File: config.mk
export PLATFORM = sky130hd
export DESIGN_NAME = sb_uart_tx_scheduler
export DESIGN_NICKNAME = d
export VERILOG_FILES = /design/src/rtl/sb_uart_pkg.sv /design/src/rtl/sb_rr_arbiter.sv /design/src/rtl/sb_uart_tx_scheduler.sv
export SDC_FILE = /design/constraint.sdc
export NUM_CORES = 1
export LEC_CHECK = 0
export CAP_MARGIN = 20
export CELL_PAD_IN_SITES_DETAIL_PLACEMENT = 1
export CELL_PAD_IN_SITES_GLOBAL_PLACEMENT = 2
export CORE_MARGIN = 2
export CORE_UTILIZATION = 18
export DETAILED_ROUTE_END_ITERATION = 7
export PLACE_DENSITY_LB_ADDON = 0.3
export SYNTH_ARGS = -nofsm -noshare
export SYNTH_HDL_FRONTEND = slang
export SYNTH_SLANG_ARGS = --single-unit
File: constraint.sdc
create_clock -name clk -period 5.8 [get_ports clk]
set_input_delay 1.16 -clock clk [delete_from_list [all_inputs] [get_ports clk]]
set_output_delay 1.16 -clock clk [all_outputs]
set_load 0.02 [all_outputs]
File: src/rtl/sb_uart_pkg.sv
// rtl/sb_uart_pkg.sv - shared types and constants for the UART TX scheduler
// Purpose: FSM state encoding, default message geometry and a small helper.
// Ports: none (package).
package sb_uart_pkg;

  localparam int MAX_BYTES = 16;
  localparam int STR_W     = 8 * MAX_BYTES;
  localparam int LEN_W     = 8;

  typedef enum logic [2:0] {
    IDLE      = 3'd0,
    LOAD      = 3'd1,
    KICK      = 3'd2,
    WAIT_ACK  = 3'd3,
    WAIT_DONE = 3'd4,
    GAP       = 3'd5
  } state_t;

  function automatic int max_int(input int a, input int b);
    return (a > b) ? a : b;
  endfunction

endpackage

File: src/rtl/sb_rr_arbiter.sv
// rtl/sb_rr_arbiter.sv - round-robin winner selection with latched result
// Purpose: picks the first set request at or after the rotation pointer
//   (wrapping) and holds that choice from one advance strobe to the next.
// Ports:
//   clk, rst   - clock, asynchronous active-high reset
//   i_req      - request vector
//   i_ptr      - round-robin pointer (0..N_REQ-1)
//   i_advance  - latch a new winner this cycle
//   o_win      - latched winner index
//   o_valid    - latched winner is a real request
module sb_rr_arbiter #(
  parameter int N_REQ = 3,
  parameter int IDX_W = $clog2(N_REQ)
) (
  input  logic             clk,
  input  logic             rst,
  input  logic [N_REQ-1:0] i_req,
  input  logic [IDX_W-1:0] i_ptr,
  input  logic             i_advance,
  output logic [IDX_W-1:0] o_win,
  output logic             o_valid
);

  logic [2*N_REQ-1:0] w_dbl;
  logic [N_REQ-1:0]   w_rot;
  logic [IDX_W-1:0]   w_off;
  logic [IDX_W:0]     w_sum;
  logic [IDX_W-1:0]   w_pick;
  logic               r_valid;
  logic [IDX_W-1:0]   r_win;

  // Rotate so that bit 0 of w_rot is the requester under the pointer.
  assign w_dbl = {i_req, i_req};
  assign w_rot = N_REQ'(w_dbl >> i_ptr);

  always_comb begin
    w_off = '0;
    // Scan downwards so the lowest set offset wins.
    for (int p = N_REQ - 1; p >= 0; p--) begin
      if (w_rot[p]) w_off = IDX_W'(p);
    end
  end

  // Undo the rotation: (ptr + offset) mod N_REQ.
  always_comb begin
    w_sum = {1'b0, i_ptr} + {1'b0, w_off};
    if (w_sum >= (IDX_W + 1)'(N_REQ)) w_sum = w_sum - (IDX_W + 1)'(N_REQ);
    w_pick = w_sum[IDX_W-1:0];
  end

  always_ff @(posedge clk or posedge rst) begin
    if (rst) begin
      r_win   <= '0;
      r_valid <= 1'b0;
    end else if (i_advance) begin
      r_win   <= w_pick;
      r_valid <= |i_req;
    end
  end

  assign o_win   = r_win;
  assign o_valid = r_valid;

endmodule

File: src/rtl/sb_uart_tx_scheduler.sv
// rtl/sb_uart_tx_scheduler.sv - round-robin sharing of one UART transmitter
// Purpose: arbitrates N_REQ requesters, snapshots the winning message,
//   kicks the UART once, watches its done handshake with watchdogs and
//   enforces an idle gap between messages.
// Ports:
//   clk, rst              - clock, asynchronous active-high reset
//   req/req_len/req_str   - per-requester level request, length, message
//   grant, complete       - one-hot single-cycle pulses per requester
//   uart_transmit         - single-cycle start pulse to the UART
//   uart_str_len/uart_str - latched message towards the UART
//   uart_done             - UART done flag, low while sending
//   busy, timeout_err     - not idle; sticky watchdog expiry flag
module sb_uart_tx_scheduler
  import sb_uart_pkg::*;
#(
  parameter int N_REQ       = 3,
  parameter int MAX_BYTES   = 16,
  parameter int ACK_CYC     = 1024,
  parameter int TIMEOUT_CYC = 200000,
  parameter int GAP_CYC     = 16
) (
  input  logic                         clk,
  input  logic                         rst,
  input  logic [N_REQ-1:0]             req,
  input  logic [8*N_REQ-1:0]           req_len,
  input  logic [8*MAX_BYTES*N_REQ-1:0] req_str,
  output logic [N_REQ-1:0]             grant,
  output logic [N_REQ-1:0]             complete,
  output logic                         uart_transmit,
  output logic [LEN_W-1:0]             uart_str_len,
  output logic [8*MAX_BYTES-1:0]       uart_str,
  input  logic                         uart_done,
  output logic                         busy,
  output logic                         timeout_err
);

  localparam int SW    = 8 * MAX_BYTES;
  localparam int IDX_W = $clog2(N_REQ);
  localparam int CNT_W = $clog2(max_int(ACK_CYC, TIMEOUT_CYC)) + 1;

  localparam logic [CNT_W-1:0] ACK_LAST = CNT_W'(ACK_CYC - 1);
  localparam logic [CNT_W-1:0] TO_LAST  = CNT_W'(TIMEOUT_CYC - 1);
  // GAP lasts GAP_CYC+1 cycles so busy drops GAP_CYC+1 cycles after complete.
  localparam logic [CNT_W-1:0] GAP_LAST = CNT_W'(GAP_CYC);

  state_t            r_state;
  logic [IDX_W-1:0]  r_rr;
  logic [CNT_W-1:0]  r_cnt;
  logic [N_REQ-1:0]  r_grant;
  logic [N_REQ-1:0]  r_complete;
  logic              r_transmit;
  logic [LEN_W-1:0]  r_len;
  logic [SW-1:0]     r_str;
  logic              r_err;

  logic              w_adv;
  logic [IDX_W-1:0]  w_win;
  logic              w_win_valid;
  logic [N_REQ-1:0]  w_win_oh;
  logic [LEN_W-1:0]  w_len_raw;
  logic [LEN_W-1:0]  w_len_clamp;
  logic [SW-1:0]     w_str_sel;
  logic [IDX_W-1:0]  w_rr_next;
  logic [CNT_W-1:0]  w_cnt_inc;

  assign w_adv = (r_state == IDLE) && (|req);

  // Winner stays latched in the arbiter for the whole message, since the
  // arbiter only advances in IDLE.
  sb_rr_arbiter #(.N_REQ(N_REQ), .IDX_W(IDX_W)) u_arb (
    .clk       (clk),
    .rst       (rst),
    .i_req     (req),
    .i_ptr     (r_rr),
    .i_advance (w_adv),
    .o_win     (w_win),
    .o_valid   (w_win_valid)
  );

  assign w_win_oh    = N_REQ'(1) << w_win;
  assign w_len_raw   = req_len[int'(w_win)*8 +: 8];
  assign w_str_sel   = req_str[int'(w_win)*SW +: SW];
  assign w_len_clamp = (w_len_raw > LEN_W'(MAX_BYTES)) ? LEN_W'(MAX_BYTES) : w_len_raw;
  assign w_rr_next   = (w_win == IDX_W'(N_REQ - 1)) ? '0 : w_win + 1'b1;
  assign w_cnt_inc   = (r_cnt == '1) ? r_cnt : r_cnt + 1'b1;

  always_ff @(posedge clk or posedge rst) begin
    if (rst) begin
      r_state    <= IDLE;
      r_rr       <= '0;
      r_cnt      <= '0;
      r_grant    <= '0;
      r_complete <= '0;
      r_transmit <= 1'b0;
      r_len      <= '0;
      r_str      <= '0;
      r_err      <= 1'b0;
    end else begin
      r_grant    <= '0;
      r_complete <= '0;
      r_transmit <= 1'b0;
      case (r_state)
        IDLE: begin
          if (w_adv) r_state <= LOAD;
        end
        LOAD: begin
          r_cnt <= '0;
          if (!w_win_valid) begin
            r_state <= IDLE;
          end else begin
            r_grant <= w_win_oh;
            r_str   <= w_str_sel;
            r_len   <= w_len_clamp;
            r_rr    <= w_rr_next;
            if (w_len_raw == '0) begin
              // Empty message: finish immediately, the UART is never touched.
              r_complete <= w_win_oh;
              r_state    <= GAP;
            end else begin
              r_state <= KICK;
            end
          end
        end
        KICK: begin
          r_transmit <= 1'b1;
          r_cnt      <= '0;
          r_state    <= WAIT_ACK;
        end
        WAIT_ACK: begin
          if (!uart_done) begin
            r_cnt   <= '0;
            r_state <= WAIT_DONE;
          end else if (r_cnt == ACK_LAST) begin
            r_err      <= 1'b1;
            r_complete <= w_win_oh;
            r_cnt      <= '0;
            r_state    <= GAP;
          end else begin
            r_cnt <= w_cnt_inc;
          end
        end
        WAIT_DONE: begin
          if (uart_done) begin
            r_complete <= w_win_oh;
            r_cnt      <= '0;
            r_state    <= GAP;
          end else if (r_cnt == TO_LAST) begin
            r_err      <= 1'b1;
            r_complete <= w_win_oh;
            r_cnt      <= '0;
            r_state    <= GAP;
          end else begin
            r_cnt <= w_cnt_inc;
          end
        end
        GAP: begin
          if (r_cnt == GAP_LAST) begin
            r_cnt   <= '0;
            r_state <= IDLE;
          end else begin
            r_cnt <= w_cnt_inc;
          end
        end
        default: r_state <= IDLE;
      endcase
    end
  end

  assign grant         = r_grant;
  assign complete      = r_complete;
  assign uart_transmit = r_transmit;
  assign uart_str_len  = r_len;
  assign uart_str      = r_str;
  assign busy          = (r_state != IDLE);
  assign timeout_err   = r_err;

endmodule

==> Yosys cells after proc, flatten, opt, wreduce, memory -nomap -nowiden <==
Cells that the tools add are included.
{ "word_totals": {"ff_bits": 171, "inputBits": 414, "out_inout_bits": 145, "word_cells": 87} }
{ "classes": {"add_sub_neg": 4, "n_lt_le_gt_ge": 2, "n_eq_ne": 18, "shifts": 4, "muxes": 37, "reduce_logical": 11} }
{ "ops": {"columns": ["cell", "n"], "rows": [
  ["$shiftx A384 B10 Y128", 1],
  ["$mux W19", 6],
  ["$pmux W19 S4", 1],
  ["$mux W3", 16],
  ["$shiftx A24 B6 Y8", 1],
  ["$add A19 B1 Y19 const B", 1],
  ["$eq A19 B10 Y1 const B", 1],
  ["$eq A19 B18 Y1 const B", 1],
  ["$eq A19 B19 Y1 const B", 1],
  ["$eq A19 B5 Y1 const B", 1],
  ["$pmux W3 S6", 1],
  ["$mux W2", 5],
  ["$ne A2 B2 Y1 const B", 5],
  ["$pmux W3 S3", 1],
  ["$gt A8 B5 Y1 const B", 1],
  ["$logic_not A8 Y1", 1],
  ["$mux W8", 1],
  ["$eq A3 B2 Y1 const B", 2],
  ["$eq A3 B3 Y1 const B", 2],
  ["$ne A3 B3 Y1 const B", 2],
  ["$shr A6 B2 Y3", 1],
  ["$mux W1", 5],
  ["$reduce_and A5 Y1", 1],
  ["$reduce_and A4 Y1", 1],
  ["17 further kinds", 17]
]} }

==> Longest topological paths before layout <==
{ "depth": {"ltp_word": 7, "ltp_mapped": 12, "depth_no_buf": 12} }

==> Hierarchy <==
A second synthesis with hierarchy kept.
{ "hier_totals": {"hier_cells": 1106, "hier_area_um2": 9532.9} }
{ "by_module_without_submodules": {"columns": ["mod", "instances", "cells_each", "area_each_um2", "seq_area_each_um2"], "rows": [
  ["sb_uart_tx_scheduler", 1, 1077, 9255.1, 4204.0],
  ["sb_rr_arbiter", 1, 29, 277.8, 75.1]
]} }

==> Worst setup path after synthesis <==
Ideal clock, no wire load.
{ "synth_timing": {"kind": "input to register", "start": "input req[2]", "end": "register u_arb.r_win[1], in the netlist u_arb.o_win[1]", "setup_time_ps": 125, "arrival_ps": 3099, "required_time_ps": 5675, "path_slack_ps": 2576, "cell_stages": 11, "path_buffers": 0, "cell_sequence": "inv_1 > or3_1 > a31oi_1 > ha_1 > inv_1 > fa_1 > inv_1 > ha_1 > nor2b_1 > a21oi_1 > mux2_2"} }
{ "synth_via": {"elab_chain_cells": 7, "elab_cells_between_ends": 10, "cone_classes": "2 x add/sub; 1 x order compare; 1 x shift; 4 x mux; 2 x reduce/logical"} }
{ "synth_lines": {"columns": ["element", "line", "rtl"], "rows": [
  ["start, declared", "sb_uart_tx_scheduler.sv:24", "input logic [N_REQ-1:0] req,"],
  ["$shr A6 B2 Y3", "sb_rr_arbiter.sv:34", "assign w_rot = N_REQ'(w_dbl >> i_ptr);"],
  ["$mux W2 (3 in a row)", "sb_rr_arbiter.sv:40", "if (w_rot[p]) w_off = IDX_W'(p);"],
  ["$add A2 B2 Y3", "sb_rr_arbiter.sv:46", "w_sum = {1'b0, i_ptr} + {1'b0, w_off};"],
  ["$ge A3 B2 Y1 or $sub A2 B2 Y2 (tied branches)", "sb_rr_arbiter.sv:47", "if (w_sum >= (IDX_W + 1)'(N_REQ)) w_sum = w_sum - (IDX_W + 1)'(N_REQ);"],
  ["$mux W2", "sb_rr_arbiter.sv:47", null],
  ["end signal, assigned", "sb_rr_arbiter.sv:56", "r_win <= w_pick;"],
  ["end, declared", "sb_rr_arbiter.sv:30", "logic [IDX_W-1:0] r_win;"]
]} }
Several ways; a longest one is shown, not always the timed one.
A chain may end at the register's enable or synchronous reset.

==> Final worst setup path <==
Ends and elaborated chain as after synthesis.

==> impl_results.rst <==
.. list-table::
   :header-rows: 1

   * - Metric
     - Value
   * - Slew of the pin with the lowest slew margin
     - 0.886 ns
   * - GRT Total Usage
     - 16.3%
   * - Switching fraction of total power
     - between 40% and 50%
   * - Reg2reg path depth
     - 8
   * - Critical setup path kind
     - primary input to flop
   * - Final antenna-violating net count
     - 0
   * - Post-detailed-route DRC marker count
     - 0
   * - H-tree depth
     - 4
   * - Remaining max-slew budget at the tightest pin
     - 41.0%
   * - CTS tree
     - done
   * - Number of placement rows
     - 83
   * - Net count after synthesis
     - 1,511
   * - Number of clock sinks
     - 171
   * - Vias in the first global route
     - 10,433
   * - Commonest register cell after synthesis
     - sky130_fd_sc_hd__dfrtp_1
   * - Syn Inst Count
     - 1,092
   * - Final Hold Viols
     - 0
   * - Final setup skew
     - ~0.01 ns
   * - Clock group share of total power
     - 15.6%
   * - Biggest area consumer among synthesized cells
     - sky130_fd_sc_hd__dfrtp_1
   * - Clk Latency, worst-skew pair
     - approximately 0.48 ns
   * - Hold Path End
     - timeout_err$_DFFE_PP0P_
   * - Full die area
     - 54,000 sq um
   * - Terminus of the critical flop-to-flop path
     - r_cnt[0]$_DFFE_PP0P_
   * - Max-capacitance violation count
     - 0
   * - Worst path arrival time
     - ~3.9 ns
   * - Wire length of the first global-routing pass
     - 65,300 microns
   * - Setup_tns
     - 0 ns
   * - Number of iterations in the first detailed-routing pass
     - 4
   * - Cell total after placement
     - 2,261
   * - Initial antenna violation count
     - 2
   * - Hold path start
     - timeout_err$_DFFE_PP0P_
   * - Grt ovf
     - 0
   * - Core Box Area
     - 51,500 sq um
   * - Drt total wl
     - 45,000 microns
   * - Synth-to-layout area growth
     - 72.6%
   * - Endpoint required time on the critical path
     - 6.17 ns
   * - Synth area leaders
     - sky130_fd_sc_hd__dfrtp_1 46%, sky130_fd_sc_hd__mux2i_1 14%, sky130_fd_sc_hd__a21oi_1 7.4%
   * - Post-CTS setup buffer count
     - 0
   * - Number of stages on the worst hold path
     - 1
   * - Reported leakage power
     - 6.57 nW
   * - Setup repair after global routing missed its margin
     - no
   * - Ratio of final minimum period to clock period
     - between 60 and 70%
   * - Layout cell share with drive strength beyond 1
     - 3.22%
   * - Clock root buffer
     - sky130_fd_sc_hd__clkbuf_16
   * - Mean instance size in the synthesized netlist
     - 8.60 sq um
   * - Status
     - completed
   * - Detailed-route vias per instance
     - between 4 and 5
   * - Routed wirelength normalized by instance count
     - 19.6 microns
   * - Post-synthesis sequential area ratio
     - 45.5%
   * - Highest Clock Rate
     - 0.283 GHz
   * - Hold Path Class
     - flop to flop
   * - Net switching power
     - ~3.3 mW
   * - Critical Path Sink Type
     - flop
   * - Violation count after the first detailed-route iteration
     - approximately 340
   * - GP Congestion
     - 0.792
   * - Shortest clock period the worst path allows after layout
     - 3.53 ns
   * - Power share of the sequential group
     - 26.9%
   * - Number of distinct library cells after synthesis
     - 50
   * - Endpoints failing setup
     - 0
   * - Chip Height
     - between 200 and 250 microns
   * - Utilization of the core after routing
     - a little under a third
   * - PwrDens
     - 456 nW/um^2
   * - Flop and latch count out of synthesis
     - 171
   * - Number of cells upsized or downsized after cts
     - 0
   * - IR drop worst, VDD
     - 0.262 mV
   * - Number of top-level design ports
     - about 560
   * - Number of vias in the routed layout
     - about 9,800
   * - Combinational cell fraction of total power
     - between 50% and 60%
   * - Worst r2r src
     - r_cnt[0]$_DFFE_PP0P_
   * - Fraction of post-synthesis cell area in the top cell type by area
     - 45.5%
   * - Launch point of the worst path
     - req[2]
   * - Number of buffers on the longest clock path
     - 2
   * - Async set-or-reset flop fraction in the synthesized netlist
     - 100%
   * - Hold_buf cts
     - 0
   * - Critical path startpoint category
     - primary input
   * - Synthesized area
     - 9400 sq um
   * - DIE WIDTH
     - 232 microns
   * - Detail Placement HPWL
     - 35,500 microns
   * - Max Transition Viols Final
     - 0
   * - Post-layout nets
     - 2,019
   * - Starting density of the core
     - 18.2%
   * - Post-synth EDFFs
     - 0
   * - Number of CTS-inserted buffers
     - 17
   * - Pin count of the biggest net entering global routing
     - 188
   * - Crit-path max FO
     - 5
   * - Clock transition at the registers of the reported paths
     - 0.07 ns
   * - Filler-free cell count of the finished design
     - 2,294
   * - Number of synthesis warnings
     - 0
   * - Reg2Reg Setup Slack
     - 2.96 ns
   * - Pint
     - 4.05 mW
   * - Count of input and output buffers
     - 558
## area by class of cell
class	count	area [sq um]
diodes	1	2.50
fillers	6000	35300
clock buffers	22	474
flip-flops and latches	171	4290
repair buffers	569	5690
well taps	680	851
multi-input cells	833	4780
inverters	8	37.5
clock inverters	10	90.1
## synth_stat cells (all sizes together) (8+ instances only)
library cell and n:
nor2 158, nand3 15, nor3 13, o21ai 134, inv 8, buf 21, mux2i 133, nand2 144
a21oi 138, clkbuf 59, dfrtp 171, xor2 9
## cells in the final DEF (no fill, tap or decap), drive strengths merged, types with 4 or more instances in the layout
| cell | Yosys | layout |
|---|---|---|
| a21oi | 138 | 138 |
| a22o | 4 | 4 |
| and2 | 6 | 6 |
| and3 | 6 | 6 |
| buf | 21 | 11 |
| clkbuf | 59 | 22 |
| clkdlybuf4s50 | 0 | 558 |
| clkinv | 0 | 5 |
| dfrtp | 171 | 171 |
| ha | 4 | 4 |
| inv | 8 | 9 |
| mux2i | 133 | 133 |
| nand2 | 144 | 144 |
| nand3 | 15 | 15 |
| nand3b | 4 | 4 |
| nand4 | 6 | 6 |
| nor2 | 158 | 158 |
| nor2b | 5 | 5 |
| nor3 | 13 | 13 |
| nor4 | 4 | 4 |
| o21ai | 134 | 134 |
| o2bb2ai | 4 | 4 |
| or3 | 5 | 5 |
| xnor2 | 4 | 4 |
| xor2 | 9 | 9 |
## layer usage
metal	global-route usage [%]	share of wire, %
met1	18.2	39
met2	28.9	51
met3	5.49	7.8
met4	5.63	2.0
met5	0	0.029
## worst max-delay path, stage by stage
cell,delay [ns]
sky130_fd_sc_hd__clkdlybuf4s50_1,0.52
sky130_fd_sc_hd__inv_1,0.10
sky130_fd_sc_hd__or3_1,0.32
sky130_fd_sc_hd__a31oi_1,0.19
sky130_fd_sc_hd__ha_1,0.17
sky130_fd_sc_hd__inv_1,0.05
sky130_fd_sc_hd__fa_1,0.54
sky130_fd_sc_hd__inv_1,0.06
sky130_fd_sc_hd__ha_1,0.17
sky130_fd_sc_hd__nor2b_1,0.24
sky130_fd_sc_hd__a21oi_1,0.12
sky130_fd_sc_hd__mux2_2,0.27
## cells by family after synthesis
kind of cell             count (synthesis)  share of synthesized area (%)
multiplexers                           134                           14.3
XOR/XNOR                                13                           1.21
AO/OA/AOI/OAI                          299                           16.9
flip-flops                             171                           45.5
buffers and inverters                   88                           3.69
adder cells (fa/ha/maj)                  5                          0.746
AND/OR/NAND/NOR                        382                           17.6
## worst max-delay path by stage
stage                            endpoint  cells after the start
6_report       u_arb.o_win[1]$_DFFE_PP0P_                     12
4_1_cts        u_arb.o_win[1]$_DFFE_PP0P_                     12
3_3_place_gp   u_arb.o_win[1]$_DFFE_PP0P_                     12
5_1_grt        u_arb.o_win[1]$_DFFE_PP0P_                     12
2_1_floorplan       complete[0]$_DFF_PP0_                      1
3_5_place_dp   u_arb.o_win[1]$_DFFE_PP0P_                     12
## power by group through the flow
stage / registers [mW] / logic, mW / clock network [mW]
final: 1.99 / 4.25 / 1.15
after CTS: 2.00 / 4.37 / 1.21
after global routing: 2.06 / 4.70 / 1.25
after global placement: 1.99 / 4.32 / 0
after detailed placement: 2.02 / 4.36 / 0
after floorplan: 2.40 / 1.98 / 0
## registers in the layout (all words and copies together) (netlist names), 2 cells and up
signal and cells:
uart_str 128, r_cnt 19, uart_str_len 8, complete 3, grant 3, r_state 3, r_rr 2, u_arb.o_win 2
## per-stage QoR
stage          total power [mW]  setup WS (ns)  hold slack [ns]  cell area, sq um
6_report                   7.39           2.27            0.472             16200
4_1_cts                    7.58           2.34            0.484             16200
3_3_place_gp               6.31           1.91            0.457             15600
2_1_floorplan              4.38        0.00821            0.455              9400
3_5_place_dp               6.37           1.80            0.469             15600
5_1_grt                    8.01           2.18            0.489             16200
Note: power is estimated with default switching activity, not from simulation.
